$ cat src/rtl/mem_port_arbiter.sv
// mem_port_arbiter: shares one single-port fixed-latency memory between fetch and data stages.
// Define MEM_ARB_STARVE_GUARD_EN to force a fetch grant after STARVE_MAX back-to-back data grants.
module mem_port_arbiter #(
  parameter int ADDR_W     = 32,
  parameter int DATA_W     = 32,
  parameter int MEM_LAT    = 2,
  parameter int STARVE_MAX = 4
) (
  input  logic              clk,
  input  logic              rst,
  input  logic              if_req,
  input  logic [ADDR_W-1:0] if_addr,
  output logic              if_gnt,
  output logic              if_rvalid,
  output logic [DATA_W-1:0] if_rdata,
  input  logic              dm_req,
  input  logic              dm_we,
  input  logic [ADDR_W-1:0] dm_addr,
  input  logic [DATA_W-1:0] dm_wdata,
  output logic              dm_gnt,
  output logic              dm_rvalid,
  output logic [DATA_W-1:0] dm_rdata,
  output logic              mem_en,
  output logic              mem_we,
  output logic [ADDR_W-1:0] mem_addr,
  output logic [DATA_W-1:0] mem_wdata,
  input  logic [DATA_W-1:0] mem_rdata,
  output logic              stall_if,
  output logic              stall_mem,
  output logic              busy
);
  typedef enum logic {IDLE, WAIT} state_t;
  state_t     state, state_nx;
  logic [3:0] cnt;
  logic       run, own_dm, own_we, force_if;
  // run holds off grants until the first edge after reset is released
`ifdef MEM_ARB_STARVE_GUARD_EN
  logic [3:0] starve;
  assign force_if = if_req & (starve == 4'(STARVE_MAX));
  always_ff @(posedge clk or negedge rst)
    if (!rst) starve <= '0;
    else if (!if_req || if_gnt) starve <= '0;
    else if (dm_gnt) starve <= starve + 4'd1;
`else
  assign force_if = STARVE_MAX < 0;
`endif
  always_comb begin
    dm_gnt    = run & (state == IDLE) & dm_req & ~force_if;
    if_gnt    = run & (state == IDLE) & if_req & ~dm_gnt;
    mem_en    = dm_gnt | if_gnt;
    mem_we    = dm_gnt & dm_we;
    mem_addr  = dm_gnt ? dm_addr : if_gnt ? if_addr : '0;
    mem_wdata = dm_gnt ? dm_wdata : '0;
    state_nx  = mem_en ? WAIT : (state == WAIT && cnt == 4'd1) ? IDLE : state;
  end
  always_ff @(posedge clk or negedge rst) begin
    if (!rst) begin
      state     <= IDLE;
      cnt       <= '0;
      run       <= 1'b0;
      own_dm    <= 1'b0;
      own_we    <= 1'b0;
      if_rvalid <= 1'b0;
      dm_rvalid <= 1'b0;
      if_rdata  <= '0;
      dm_rdata  <= '0;
    end else begin
      run       <= 1'b1;
      state     <= state_nx;
      if_rvalid <= 1'b0;
      dm_rvalid <= 1'b0;
      if (mem_en) begin
        cnt    <= 4'(MEM_LAT);
        own_dm <= dm_gnt;
        own_we <= mem_we;
      end else if (state == WAIT) begin
        cnt <= cnt - 4'd1;
        if (cnt == 4'd1) begin
          if (own_dm) begin
            dm_rvalid <= 1'b1;
            if (!own_we) dm_rdata <= mem_rdata;
          end else begin
            if_rvalid <= 1'b1;
            if_rdata  <= mem_rdata;
          end
        end
      end
    end
  end
  assign stall_if  = if_req & ~if_rvalid;
  assign stall_mem = dm_req & ~dm_rvalid;
  assign busy      = state != IDLE;
endmodule
$ cat config.mk
export PLATFORM = sky130hd
export DESIGN_NAME = mem_port_arbiter
export DESIGN_NICKNAME = d
export VERILOG_FILES = /design/src/rtl/mem_port_arbiter.sv
export SDC_FILE = /design/constraint.sdc
export NUM_CORES = 1
export LEC_CHECK = 0
export ABC_AREA = 1
export BUFFER_PORTS_ARGS = -buffer_cell sky130_fd_sc_hd__buf_2
export CORE_UTILIZATION = 37
export CTS_CLUSTER_SIZE = 16
export DETAILED_ROUTE_END_ITERATION = 8
export GPL_TIMING_DRIVEN = 0
export HOLD_SLACK_MARGIN = 0.12
export PLACE_DENSITY_LB_ADDON = 0.25
export SYNTH_ARGS = -nofsm -noshare
export SYNTH_HDL_FRONTEND = slang
export SYNTH_SLANG_ARGS = --single-unit
export TNS_END_PERCENT = 5
$ cat constraint.sdc
create_clock -name clk -period 1.3 [get_ports clk]
set_input_delay 0.065 -clock clk [delete_from_list [all_inputs] [get_ports clk]]
set_output_delay 0.065 -clock clk [all_outputs]
set_load 0.02 [all_outputs]
=== Word-level counts from Yosys, hierarchy flattened ===
Index checks and enable logic that the tools add are counted.
W data, S select, Z words.

* Logic and storage cells: 46
* Bits in registers: 74
* ROM bits: 0
* Memories: 0
* Input port bits: 133
* Latch bits: 0
* Bits in writable memories: 0

* Shift operators: 0
* Eq/ne operators: 1
* Order comparisons: 0
* Reductions and logical operators: 5
* $add $sub $neg: 1
* Divide/modulo/power cells: 0
* Bitwise logic cells: 15
* $mul: 0
* Mux-type cells: 15

{| class="wikitable"
|+ Operators by type and width
! operator !! number
|-
| $mux W32 || 3
|-
| $mux W1 || 10
|-
| $mux W4 || 2
|-
| $and A1 B1 Y1 || 7
|-
| $not A1 Y1 || 7
|-
| $reduce_and A5 Y1 || 1
|-
| $eq A4 B1 Y1 const B || 1
|-
| $reduce_and A4 Y1 || 1
|-
| $reduce_bool A2 Y1 || 2
|-
| $sub A4 B1 Y4 const B || 1
|-
| $logic_and A1 B1 Y1 || 1
|-
| $or A1 B1 Y1 || 1
|}

=== Depth between registers and ports, before layout ===
Gate-level depths: netlist of the first run.

* Depth in word-level cells: 8
* Depth in mapped cells: 9
* Mapped depth without buffers: 8

=== Worst setup path after synthesis of the first run ===
OpenSTA, ideal clock, no wires.

* Path type: register -> output
* From: register state (netlist: busy)
* To: output port mem_addr[22]
* Stages on the path, launching flop included: 8
* Required time: 1.235 ns
* Buffers on the path: 2
* Data arrival time: 1.365 ns
* Path slack: -0.130 ns
* Cell sequence: dfrtp_1 > buf_4 > nor2_4 > nand3_1 > inv_2 > buf_2 > nand2_1 > nand2_1

* Word-level cells in the longest chain between the ends: 7
* Elaborated cells on any way between the ends: 8

{| class="wikitable"
|+ RTL lines
! what !! line !! RTL
|-
| from (decl) || 33 || <nowiki>state_t state, state_nx;</nowiki>
|-
| from (signal assigned) || 69 || <nowiki>state <= state_nx;</nowiki>
|-
| $not A1 Y1 (*) || 48, 49 ||
|-
| $and A1 B1 Y1 (*) || 48, 49 ||
|-
| $and A1 B1 Y1 || 48 || <nowiki>dm_gnt = run & (state == IDLE) & dm_req & ~force_if;</nowiki>
|-
| $not A1 Y1 || 49 || <nowiki>if_gnt = run & (state == IDLE) & if_req & ~dm_gnt;</nowiki>
|-
| $and A1 B1 Y1 (*) || 49 ||
|-
| named net if_gnt || 13 || <nowiki>output logic if_gnt,</nowiki>
|-
| $mux W32 (*) (2 in a row) || 52 || <nowiki>mem_addr = dm_gnt ? dm_addr : if_gnt ? if_addr : '0;</nowiki>
|-
| to (decl) || 25 || <nowiki>output logic [ADDR_W-1:0] mem_addr,</nowiki>
|}

The timed path passes the listed nets; every way through them passes the cells marked *.

=== Final worst setup path of the first run ===
* From: register state (netlist: busy)
* To: output port mem_addr[20]

* Word-level cells in the longest chain between the ends: 7
* Elaborated cells on any way between the ends: 8

{| class="wikitable"
|+ RTL lines
! what !! line
|-
| $not A1 Y1 (*) || 48, 49
|-
| $and A1 B1 Y1 (*) || 48, 49
|-
| $and A1 B1 Y1 || 48
|-
| $not A1 Y1 || 49
|-
| $and A1 B1 Y1 || 49
|-
| $mux W32 || 52
|-
| $mux W32 (*) || 52
|}

Every way passes the cells marked *; elsewhere a longest branch is shown, timed or not.

==> out/metrics.cfg, run 1 <==
[run_status]
status = finished with violations
violations = setup timing

[worst_setup_path]
r2r-start = cnt[1]$_DFFE_PN0P_
slowest_delay_ns = 0.43
cp-end-kind = output pin
start_kind = register
slowest_stage = dfrtp_2
critPathBufInv = 3
crit_chain = nor2_4 > nand3_2 > clkinv_4 > buf_6 > nand2_2 > nand2_2 > buf_6
cp_max_fo = 7
r2r.worst_path.cells = 6
arrival_ns = 1.57
required_ns = 1.24
r2r_slack_ns = -0.19
r2r_end = dm_rdata[7]$_DFFE_PN0P_
crit_family = flip-flops
critPathKind = register to output pin

[synth]
synth_common_cells = nand2_1 (232), inv_1 (76), dfrtp_1 (74), nand3_1 (36), nor2_1 (36)
synth_top_area_cell = dfrtp_1
syn_nets = 672
ys.flop_type = dfrtp_1
postSynth.asyncResetShare = 1.000
synth_edf_count = 0
synth_most_common_cell = nand2_1
ys_ff_latch = 74
syn_area_sq_um = 3882
syn_area_per_cell_sq_um = 7.230
synth_warnings = 0
netlist.area_leader.share = 0.4770
synth_cell_types = 22
ys_seq_area_frac = 0.4770
syn_inst = 537
synth_area_leaders = dfrtp_1 (48%), nand2_1 (22%), inv_1 (7.3%)

[layout]
instances_no_fill = 1006
areaGrowthSynthToFinish_pct = 74.70
drive_gt1_frac = 0.4695
multi_input_area_sq_um = 1793
nets = 1001
register_area_sq_um = 1853
fillerInstances = 837

[detailed_routing]
wire_per_inst_um = 14.63
drt_iter0_drc = 274
vias = 4694
antenna_left = 0
drc = 0
dr.pass1.iters = 4
wl_um = 14720
vias_per_cell = 4.666

[placement]
place_inst = 943
dp_slack_ns = -0.2922
hpwl_um = 9894
gp_congestion = 0.9431
portBuffers = 269

[cts]
cts_tree = built
cts.sinks = 74
htreeDepth = 3
clkTransAtPathRegs_ns = 0.08
clock_latency_ns = 0.34
cts_made_buffers = 9
cts_max_path_buffers = 2
cts_root_buf = clkbuf_8

[sta]
finClkSkew_ns = 0.006690
maxSlewViolCount = 0
finalHoldViolCount = 0
fin_ws_ns = -0.3340
min_period_over_period = 1.257
layout_min_cycle_time_ns = 1.634
finalSetupViolations = 130
rsz0062_at_grt = true
timing.fmax_ghz = 0.6120

[floorplanning]
die_x_um = 104.4
io_pins = 270
placementRows = 37
die_y_um = 104.4
coreArea_sq_um = 10230
die-area_sq_um = 10910
start_util = 0.3795

[power_and_ir_drop]
power_leakage_uw = 0.003866
power_density_nw_per_um2 = 1841
peakVddDrop_mv = 1.449

[hold_path]
hold_start = dm_req
hold_path.class = input pin to register
whs_path_depth = 3
min_to = cnt[1]$_DFFE_PN0P_

[global_routing]
grt_usage = 0.2589
antenna_found_initial = 1
grt_pass1_wl_um = 22380
grt_max_degree = 47
grt.overflow.total = 0
grt_pass1_vias = 4591

[job]
cap_violations = 0

-- timing repair --
action / 4_1_cts / 5_1_grt
setup buffers: 5 / 4
pin swaps: 11 / 20
gates cloned: 3 / 3
endpoints found under the setup margin: 135 / 137
resized for setup: 160 / 73
endpoints found under the hold margin: 139 / 0
hold buffers: 34 / 0
-- area by class of cell --
type | count | area share
Timing Repair Buffer | 319 | 0.3239
Antenna cell | 1 | 0.0003689
Sequential cell | 74 | 0.2732
Multi-Input combinational cell | 354 | 0.2643
Buffer | 28 | 0.03726
Clock inverter | 3 | 0.005903
Inverter | 80 | 0.04759
Clock buffer | 11 | 0.02232
Tap cell | 136 | 0.02509
-- layout by cell type (no fill, tap or decap) --
| master | count |
|---|---|
| o21ai_1 | 2 |
| nand3_4 | 1 |
| nand3_2 | 1 |
| clkinv_8 | 1 |
| clkbuf_8 | 11 |
| buf_4 | 41 |
| xor2_1 | 1 |
| inv_2 | 2 |
| o21ai_0 | 4 |
| clkbuf_16 | 1 |
| nand2_2 | 52 |
| inv_1 | 75 |
| inv_6 | 1 |
| o22ai_1 | 1 |
| dfrtp_2 | 1 |
| dlygate4sd3_1 | 34 |
| diode_2 | 1 |
| nor2_2 | 16 |
| buf_8 | 5 |
| buf_1 | 3 |
| nor2_4 | 4 |
| buf_2 | 202 |
| dfrtp_1 | 73 |
| ha_1 | 1 |
| ha_4 | 1 |
| clkinv_2 | 2 |
| buf_6 | 56 |
| nand3_1 | 35 |
| conb_1 | 1 |
| clkinv_4 | 1 |
| nor2_1 | 19 |
| nand2_4 | 4 |
| nand2_1 | 177 |
| bufinv_16 | 1 |
| nand4_1 | 2 |
| clkbuf_1 | 1 |
| clkbuf_2 | 2 |
| o21bai_1 | 32 |
| clkbuf_4 | 1 |
| buf_16 | 1 |
-- per-layer routing --
metal | vias up | part of all wire | track usage
met4 | 0 | 0.047 | 0.1449
met3 | 52 | 0.066 | 0.05576
met2 | 199 | 0.50 | 0.4555
met1 | 2193 | 0.38 | 0.2889
met5 | - | 0 | 0
li1 | 2250 | - | -
-- tightest hold or removal path, delay by kind of cell --
family / cells / cell delay [ns]
compound gates: 1 / 0.14
buf+inv: 1 / 0.12
simple gates: 1 / 0.08
-- registers in the layout (all words and copies together) (netlist names) --
register / flops
own_we: 1
if_rvalid: 1
dm_rvalid: 1
if_rdata: 32
run: 1
cnt: 4
busy: 1
own_dm: 1
dm_rdata: 32
-- where the power goes --
group | switching (uW) | internal (uW) | total [uW]
combinational | 4120 | 2540 | 6660
clock | 823 | 965 | 1790
sequential | 609 | 3420 | 4030
total | 5560 | 6930 | 12500
-- per-stage QoR --
stage          instance area [sq um]  total power [uW]  TNS [ns]    util  hold slack [ns]
2_1_floorplan                   3925              7757    -1.758       -          -0.2306
3_3_place_gp                    5441              9755    -38.38  0.5319           0.2762
3_5_place_dp                    5472              9906    -19.46  0.5348          0.02218
4_1_cts                         6516             12200    -25.65  0.6369           0.1641
5_1_grt                         6783             13310    -37.29  0.6630           0.1259
6_report                        6783             12480    -25.24  0.6630           0.1008
-- how the worst max path moves through the flow --
stage,startpoint,to,slack (ns),cells after the start
2_1_floorplan,busy$_DFFE_PN0P_,mem_addr[10],-0.05,7
3_3_place_gp,rst,busy$_DFFE_PN0P_,-0.40,1
3_5_place_dp,cnt[1]$_DFFE_PN0P_,if_rdata[7]$_DFFE_PN0P_,-0.29,9
4_1_cts,busy$_DFFE_PN0P_,mem_addr[23],-0.33,7
5_1_grt,busy$_DFFE_PN0P_,mem_addr[20],-0.41,7
6_report,busy$_DFFE_PN0P_,mem_addr[20],-0.33,7
-- logic make-up after synthesis --
| kind of cell | after synthesis | synth area share |
|---|---|---|
| AOI/OAI and AO/OA | 39 | 0.07122 |
| xor gates and xnor gates | 1 | 0.002256 |
| adders and majority gates | 2 | 0.006444 |
| buffers and inverters | 109 | 0.1218 |
| DFF | 74 | 0.4770 |
| other | 1 | 0.0009659 |
| and+or+nand+nor | 311 | 0.3203 |
Note: power is estimated with default switching activity, not from simulation.
==> run 2, diff against run 1 <==
CELL_PAD_IN_SITES_DETAIL_PLACEMENT = 1   (was unset)
CELL_PAD_IN_SITES_GLOBAL_PLACEMENT = 1   (was unset)
CORE_UTILIZATION = 25   (was 37)
==> out/metrics.cfg, run 2 (synthesis gave the netlist of run 1 again) <==
[power_and_ir_drop]
switching_power_uw = 5765  ; +3.8%
power_leakage_uw = 0.003908  ; +1.1%
finalPower_uw = 13390  ; +7.2%
clkPwrFrac = 0.200  ; +0.057
p_sw_frac = 0.4306  ; -0.01446
peakVddDrop_mv = 0.9591  ; -34%
internal_power_uw = 7623  ; +10%
power_density_nw_per_um2 = 1960  ; +6.5%
p_comb_frac = 0.495  ; -0.039
seq_power_share = 0.306  ; -0.017

[detailed_routing]
vias = 4626  ; -1.4%
antenna_left = 0  ; unchanged
wl_um = 16400  ; +11%
vias_per_cell = 4.381  ; -6.1%
drc = 0  ; unchanged
drt_iter0_drc = 137  ; -50%
wire_per_inst_um = 15.53  ; +6.2%
dr.pass1.iters = 4  ; unchanged

[floorplanning]
coreArea_sq_um = 15200  ; +49%
start_util = 0.2554  ; -0.1241
die_x_um = 126.6  ; +21%
io_pins = 270  ; unchanged
die_y_um = 126.6  ; +21%
die-area_sq_um = 16030  ; +47%
placementRows = 45  ; +22%

[sta]
fin_ws_ns = -0.2955  ; +0.03846 ns
timing.fmax_ghz = 0.6268  ; +2.4%
min_period_over_period = 1.227  ; -0.02959
layout_min_cycle_time_ns = 1.595  ; -0.03846 ns
maxSlewViolCount = 0  ; unchanged
worst_slew_pin_slew_ns = 0.6114
finalHoldViolCount = 0  ; unchanged
relSlewSlack = 0.5924
whs_ns = 0.1849  ; +0.08411 ns
finClkSkew_ns = 0.004965  ; -0.001724 ns
finalSetupTns_ns = -24.12  ; +1.115 ns
rsz0062_at_grt = true
finalSetupViolations = 133  ; +2.3%

[worst_setup_path]
cp_max_fo = 7  ; unchanged
critPathKind = register to output pin
arrival_ns = 1.53  ; -0.04 ns
start_kind = register
cp-end-kind = output pin
required_ns = 1.24  ; about the same

[cts]
cts_made_buffers = 9  ; unchanged
cts_root_buf = clkbuf_16
clkTransAtPathRegs_ns = 0.06  ; -0.02 ns
cts.sinks = 74  ; unchanged
clock_latency_ns = 0.33  ; about the same
htreeDepth = 3  ; unchanged
cts_tree = built
cts_max_path_buffers = 2  ; unchanged

[placement]
gp_congestion = 0.8352  ; -11%
dp_slack_ns = -0.3492  ; -0.05706 ns
portBuffers = 269  ; unchanged
hpwl_um = 12010  ; +21%
dpl_cell_area_sq_um = 5537  ; +1.2%

[layout]
multi_input_area_sq_um = 1765  ; -1.5%
final_cell_area_sq_um = 6832  ; +0.72%
largest_registers = dm_rdata: 32 flops, if_rdata: 32 flops, cnt: 4 flops
areaGrowthSynthToFinish_pct = 75.96
layout_common_cells = buf_2 (223), nand2_1 (185), inv_1 (75)
drive_gt1_frac = 0.4482  ; -0.02135
nets = 998  ; -0.30%
final_common_cell = buf_2
fillerInstances = 1919  ; +130%
register_area_sq_um = 1853  ; unchanged
diodes = 0  ; -1

[global_routing]
grt_pass1_wl_um = 25420  ; +14%
grt_usage = 0.2032  ; -0.05566
grt_max_degree = 52  ; +11%
grt.overflow.total = 0  ; unchanged
antenna_found_initial = 1  ; unchanged
grt_pass1_vias = 4953  ; +7.9%

[run_status]
violations = setup timing
status = finished with violations

[job]
cap_violations = 0  ; unchanged

[hold_path]
hold_path.class = input pin to asynchronous set/reset pin

run 2: layout make-up:
cell class | instances | share of cell area
Timing Repair Buffer | 316 | 0.3051
Clock buffer | 10 | 0.03498
Tap cell | 188 | 0.03443
Clock inverter | 6 | 0.01172
Inverter | 80 | 0.04652
Multi-Input combinational cell | 354 | 0.2584
Sequential cell | 74 | 0.2712
Buffer | 28 | 0.03755
run 2: path summary, 6_finish.rpt:
check / start / to / slack (ns) / depth (start not counted)
worst max-delay path: busy$_DFFE_PN0P_ / mem_addr[21] / -0.30 / 7
worst min-delay path: rst / if_rdata[23]$_DFFE_PN0P_ / 0.18 / 2
worst max register to register: cnt[1]$_DFFE_PN0P_ / if_rdata[20]$_DFFE_PN0P_ / -0.19 / 9
worst min register to register: if_rdata[6]$_DFFE_PN0P_ / if_rdata[6]$_DFFE_PN0P_ / 0.47 / 2
max in group asynchronous: rst / dm_rdata[7]$_DFFE_PN0P_ / 0.55 / 3
min in group clk: dm_req / cnt[1]$_DFFE_PN0P_ / 0.19 / 3
run 2: repair_timing:
item / 4_1_cts / 5_1_grt
hold endpoints to repair: 139 / 0
pin swaps: 22 / 9
buffers inserted: 6 / 0
gates resized for setup: 156 / 28
cloned: 6 / 0
setup endpoints to repair: 135 / 134
hold buffers: 34 / 0
run 2: critical path, stage by stage (launching register included):
cell     delay [ns]
dfrtp_2        0.42
nor2_4         0.15
nand3_4        0.11
inv_8          0.11
buf_6          0.12
nand2_1        0.07
nand2_1        0.09
buf_6          0.12
run 2: power groups by stage:
stage,logic (uW),clock network [uW],registers (uW)
3_3_place_gp,5870,0,4010
3_5_place_dp,6020,0,4080
6_report,6620,2670,4090
4_1_cts,6570,2760,4090
2_1_floorplan,2470,0,5290
5_1_grt,7280,2820,4240
run 2: per-stage QoR:
step,std cells,utilization
floorplan,537,-
global placement,994,0.3622
detailed placement,995,0.3642
CTS,1056,0.4425
global route,1056,0.4494
finish,1056,0.4494
run 2: metal layers:
layer / share of wire / up-vias / track usage
li1: - / 2243 / -
met1: 0.38 / 2174 / 0.2174
met2: 0.52 / 174 / 0.3780
met3: 0.065 / 33 / 0.05863
met4: 0.027 / 2 / 0.07371
met5: 0.00079 / - / 0
